<file path="config.mk">
export PLATFORM = sky130hd
export DESIGN_NAME = ofdm_rx_byte_packer
export DESIGN_NICKNAME = d
export VERILOG_FILES = /design/src/rtl/ofdm_rx_byte_packer.sv
export SDC_FILE = /design/constraint.sdc
export NUM_CORES = 1
export LEC_CHECK = 0
export CAP_MARGIN = 5
export CORE_UTILIZATION = 60
export CTS_BUF_LIST = sky130_fd_sc_hd__clkbuf_16
export DETAILED_ROUTE_END_ITERATION = 10
export GPL_TIMING_DRIVEN = 0
export PLACE_DENSITY = 0.8
export SETUP_SLACK_MARGIN = 0.1
export SLEW_MARGIN = 20
export SYNTH_ARGS = -nofsm -noshare
export SYNTH_HDL_FRONTEND = slang
export SYNTH_SLANG_ARGS = --single-unit
export TNS_END_PERCENT = 100
</file>
<file path="constraint.sdc">
create_clock -name sys_clk -period 4.8 [get_ports sys_clk]
set_input_delay 0.96 -clock sys_clk [delete_from_list [all_inputs] [get_ports sys_clk]]
set_output_delay 0.96 -clock sys_clk [all_outputs]
set_load 0.02 [all_outputs]
</file>
<file path="src/rtl/ofdm_rx_byte_packer.sv">
// Packs received QPSK dibits MSB-first into framed bytes and queues them in a
// first-word-fall-through FIFO; flags overflow and symbol-sync errors.
module ofdm_rx_byte_packer #(
  parameter int bits_per_carrier_c    = 2,
  parameter int carriers_per_symbol_c = 128,
  parameter int fifo_depth_c          = 16
) (
  input  logic                               sys_clk,
  input  logic                               sys_rstn,
  input  logic                               sys_init,
  input  logic [bits_per_carrier_c-1:0]      rx_rcv_data,
  input  logic                               rx_rcv_data_valid,
  input  logic                               rx_rcv_data_start,
  output logic [7:0]                         byte_data,
  output logic                               byte_valid,
  input  logic                               byte_ready,
  output logic                               byte_sof,
  output logic                               byte_eof,
  output logic                               overflow,
  output logic                               sync_err,
  output logic [15:0]                        symbol_count,
  output logic [$clog2(fifo_depth_c):0]      fifo_level,
  output logic [1:0]                         dbg_state
);

  localparam int cw_c = $clog2(carriers_per_symbol_c);
  localparam int aw_c = $clog2(fifo_depth_c);
  localparam logic [cw_c-1:0] last_carrier_c = cw_c'(carriers_per_symbol_c - 1);
  localparam logic [aw_c:0]   full_level_c   = (aw_c+1)'(fifo_depth_c);

  typedef enum logic [1:0] {
    ST_IDLE    = 2'd0,
    ST_COLLECT = 2'd1,
    ST_DISCARD = 2'd2
  } state_t;

  // Handshake: a byte moves when byte_valid && byte_ready at a rising edge;
  // the head (data/sof/eof) holds while byte_valid=1 and byte_ready=0.

  state_t            state_q, state_d;
  logic [cw_c-1:0]   carrier_q, carrier_d;
  logic [5:0]        shreg_q, shreg_d;
  logic              sync_err_q, sync_err_d;
  logic              overflow_q, overflow_d;
  logic [15:0]       symbol_count_q, symbol_count_d;
  logic [aw_c:0]     wr_ptr_q, wr_ptr_d;
  logic [aw_c:0]     rd_ptr_q, rd_ptr_d;
  logic [9:0]        mem_q [fifo_depth_c];

  logic [aw_c:0]     level_w;
  logic              full_w;
  logic              push_w;
  logic              pop_w;
  logic [9:0]        push_word_w;
  logic [9:0]        head_w;

  assign level_w = wr_ptr_q - rd_ptr_q;
  assign full_w  = (level_w == full_level_c);
  assign pop_w   = byte_valid && byte_ready;
  // Word layout {sof, eof, byte}; the current beat supplies the low dibit.
  assign push_word_w = {(carrier_q[cw_c-1:2] == '0), (carrier_q == last_carrier_c),
                        shreg_q, rx_rcv_data};

  always_comb begin
    state_d        = state_q;
    carrier_d      = carrier_q;
    shreg_d        = shreg_q;
    sync_err_d     = 1'b0;
    overflow_d     = overflow_q;
    symbol_count_d = symbol_count_q;
    push_w         = 1'b0;
    if (rx_rcv_data_valid && rx_rcv_data_start) begin
      state_d    = ST_COLLECT;
      carrier_d  = cw_c'(1);
      shreg_d    = {4'b0000, rx_rcv_data};
      sync_err_d = (state_q == ST_COLLECT);
    end else if (rx_rcv_data_valid && state_q == ST_COLLECT) begin
      carrier_d = carrier_q + cw_c'(1);
      shreg_d   = {shreg_q[3:0], rx_rcv_data};
      if (carrier_q == last_carrier_c) state_d = ST_IDLE;
      if (carrier_q[1:0] == 2'b11) begin
        // Fullness uses the pre-edge level so a same-cycle pop cannot rescue the byte.
        if (!full_w) begin
          push_w = 1'b1;
          if (carrier_q == last_carrier_c) symbol_count_d = symbol_count_q + 16'd1;
        end else begin
          overflow_d = 1'b1;
          state_d    = ST_DISCARD;
        end
      end
    end
    wr_ptr_d = wr_ptr_q + (aw_c+1)'(push_w);
    rd_ptr_d = rd_ptr_q + (aw_c+1)'(pop_w);
  end

  always_ff @(posedge sys_clk or negedge sys_rstn) begin
    if (!sys_rstn) begin
      state_q        <= ST_IDLE;
      carrier_q      <= '0;
      shreg_q        <= '0;
      sync_err_q     <= 1'b0;
      overflow_q     <= 1'b0;
      symbol_count_q <= '0;
      wr_ptr_q       <= '0;
      rd_ptr_q       <= '0;
    end else if (sys_init) begin
      state_q        <= ST_IDLE;
      carrier_q      <= '0;
      shreg_q        <= '0;
      sync_err_q     <= 1'b0;
      overflow_q     <= 1'b0;
      symbol_count_q <= '0;
      wr_ptr_q       <= '0;
      rd_ptr_q       <= '0;
    end else begin
      state_q        <= state_d;
      carrier_q      <= carrier_d;
      shreg_q        <= shreg_d;
      sync_err_q     <= sync_err_d;
      overflow_q     <= overflow_d;
      symbol_count_q <= symbol_count_d;
      wr_ptr_q       <= wr_ptr_d;
      rd_ptr_q       <= rd_ptr_d;
    end
  end

  always_ff @(posedge sys_clk) begin
    if (push_w) mem_q[wr_ptr_q[aw_c-1:0]] <= push_word_w;
  end

  // Storage is never cleared, so the head is masked whenever the FIFO is empty.
  assign head_w       = mem_q[rd_ptr_q[aw_c-1:0]];
  assign byte_valid   = (level_w != '0);
  assign byte_data    = byte_valid ? head_w[7:0] : 8'h00;
  assign byte_eof     = byte_valid ? head_w[8] : 1'b0;
  assign byte_sof     = byte_valid ? head_w[9] : 1'b0;
  assign overflow     = overflow_q;
  assign sync_err     = sync_err_q;
  assign symbol_count = symbol_count_q;
  assign fifo_level   = level_w;
  assign dbg_state    = state_q;

endmodule

</file>
==> metrics.md <==
| Metric | Value |
|---|---|
| Max Root-Sink Buffers | `3` |
| Worst Path Required | `3.84 ns` |
| Mapped Area | `8540 um2` |
| Worst Hold Class | `input port to async pin` |
| Cell Pwr Density | `434 nW/um2` |
| Status | `completed` |
| RSZ-0062 raised after global routing | `false` |
| Sequential share of the synthesized area | `0.688` |
| Setup Buffers After CTS | `0` |
| Row count | `43` |
| Top sig layer | `met4` |
| Vias in the first global route | `5,160` |
| Number of synthesized register bits | `203` |
| WL per Instance | `24.3 um` |
| Htree depth | `1` |
| Worst setup margin | `0.294 ns` |
| Gr usage total | `0.271` |
| GP Congestion | `0.799` |
| Via count | `5,015` |
| CTS tree | `done` |
| Post-Syn Instances | `508` |
| Setup TNS | `0 ns` |
| I/O Pins | `44` |
| Iter 0 DRT Violations | `502` |
| Clk sinks | `203` |
| Hold Buf Count CTS | `0` |
| Grt total ovfl | `0` |
| Kind of critical path | `register to output pin` |
| Syn Nets | `527` |
| Worst Skew | `0.0220 ns` |
| Critical Path Sink Type | `output pin` |
| Tcrit/Tclk final | `0.939` |
| Ys Warns | `0` |
| Final ANT Viol Nets | `0` |
| Met1 wire length | `7270 um` |
| Prevailing post-synth register cell | `edfxtp_1` |
| Met2 wire length | `9720 um` |
| Placed Area | `9330 um2` |
| DP Wirelength | `12,200 um` |
| Syn_area_per_cell | `16.8 um2` |
| Worst hold slack | `0.397 ns` |
| Cts bufs inserted | `20` |
| Design area | `10,000 um2` |
| EDFF count, synth | `160` |
| Slew HR | `0.271` |
| Synth async-reset ratio | `0.212` |
| Leading cell type in the layout, fill and taps excluded | `edfxtp_1` |
| Yosys top cell area share | `0.562` |
| Die height | `121 um` |
| Leakage | `3.51 nW` |
| Max-slew violation count | `0` |
| Most frequent cells in the layout | `160 x edfxtp_1, 50 x mux4_2, 43 x dfrtp_1` |
| Core area | `13,900 um2` |
| Starting Density | `0.615` |
| Met3 WL | `1370 um` |
| Vias/cell | `6.45` |
| Largest net degree at the start of global routing | `29` |
| Post-route minimum period | `4.51 ns` |
| Post-cts resize count | `4` |
| Synth top area cells | `edfxtp_1 56%, mux4_2 13%, dfrtp_1 13%` |
| CP Data Arrival Time | `3.55 ns` |
| DR pass1 iterations | `6` |
| IO Port Bufs | `43` |
| DRC violations left | `0` |
| Share of cells above drive strength 1 | `0.201` |
| Max-cap violations | `0` |
| Pre-CTS WS | `0.0483 ns` |
| Final setup fails | `0` |
| Max rail drop VDD | `0.247 mV` |
| Fmax | `0.222 GHz` |
| Final Hold Viols | `0` |
| Worst-path clk slew | `0.06 ns` |
| Crit start category | `register` |
| Initial antenna violation count | `0` |
| Final nets | `602` |
| Worst-margin pin slew | `1.09 ns` |
| Antenna diodes | `0` |
| Yosys top cell by area | `edfxtp_1` |
| Distinct cells, synth | `39` |
| Clock Tree Root | `clkbuf_16` |
| Detailed Route WL | `18,900 um` |
| Die area | `14,700 um2` |
| Worst-skew pair later-pin latency | `0.49 ns` |
| First-pass GRT wire length | `28,900 um` |
| Die width | `121 um` |
| Layout area overhead | `17.1%` |
| Maximum fanout along the worst path | `10` |
[sequential cells by signal, indices dropped and copies added (netlist names)]
name,count
carrier_q,7
dbg_state,2
mem_q,160
overflow,1
rd_ptr_q,5
shreg_q,6
symbol_count,16
sync_err,1
wr_ptr_q,5
[cells in the mapped netlist (8+ instances only)]
master	number
nor3_1	8
nor2b_1	17
nor2_1	25
inv_1	14
mux4_2	50
dfrtp_1	43
ha_1	10
o31ai_1	13
a21oi_1	26
edfxtp_1	160
xor2_1	8
or4_1	15
nand2_1	24
clkbuf_1	15
nand3_1	16
[final timing paths]
check,startpoint,to,slack (ns),cells after the start
worst min register to register,overflow$_DFFE_PN0P_,overflow$_DFFE_PN0P_,0.52,2
max in group asynchronous,sys_rstn,shreg_q[4]$_DFFE_PN0P_,3.89,2
min in group sys_clk,overflow$_DFFE_PN0P_,overflow$_DFFE_PN0P_,0.52,2
worst max register to register,rd_ptr_q[2]$_DFF_PN0_,mem_q[12][6]$_DFFE_PP_,1.07,11
worst max-delay path,wr_ptr_q[0]$_DFF_PN0_,byte_data[0],0.29,10
worst min-delay path,sys_rstn,rd_ptr_q[2]$_DFF_PN0_,0.40,1
[final cells by class]
type / instances / area [um2]
tap: 180 / 225
inverter: 14 / 52.6
timing repair buffer: 54 / 508
clock inverter: 14 / 109
multi-input combinational: 263 / 2530
fill: 853 / 3880
buffer: 27 / 141
clock buffer: 22 / 551
sequential: 203 / 5880
[critical path, cell delays in order, from the launching register on]
cell	delay (ns)
dfrtp_1	0.53
inv_1	0.14
ha_1	0.23
inv_1	0.08
fa_1	0.45
nor3b_1	0.26
nand4b_2	0.15
a21oi_1	0.28
clkbuf_4	0.30
nor2b_1	0.08
clkdlybuf4s50_1	0.56
[per-layer routing]
layer  GRT usage  vias up
met3      0.0489       44
met5           0        -
met4      0.0988        0
met2       0.453      222
li1            -     2149
met1       0.357     2600
[logic make-up (layout without fill, tap and decap cells)]
group | count (synthesis) | count (layout) | synth area share
AOI/OAI and AO/OA | 52 | 52 | 0.0368
adders and majority gates | 11 | 11 | 0.0170
buffers and inverters | 42 | 131 | 0.0221
DFF | 203 | 203 | 0.688
xor gates and xnor gates | 14 | 14 | 0.0152
and+or+nand+nor | 136 | 136 | 0.0886
muxes | 50 | 50 | 0.132
[power by group]
part	internal [mW]	switching, mW
Combinational	0.411	0.459
Clock	0.929	0.620
Sequential	1.90	0.0190
Total	3.24	1.10
[metrics by stage]
step            util  power (mW)  std cells
2_1_floorplan      -        2.50        508
3_3_place_gp   0.663        2.79        731
3_5_place_dp   0.672        2.81        742
4_1_cts        0.720        4.35        778
5_1_grt        0.721        4.47        777
6_report       0.721        4.34        777
Power figures use the tool's default switching activity.
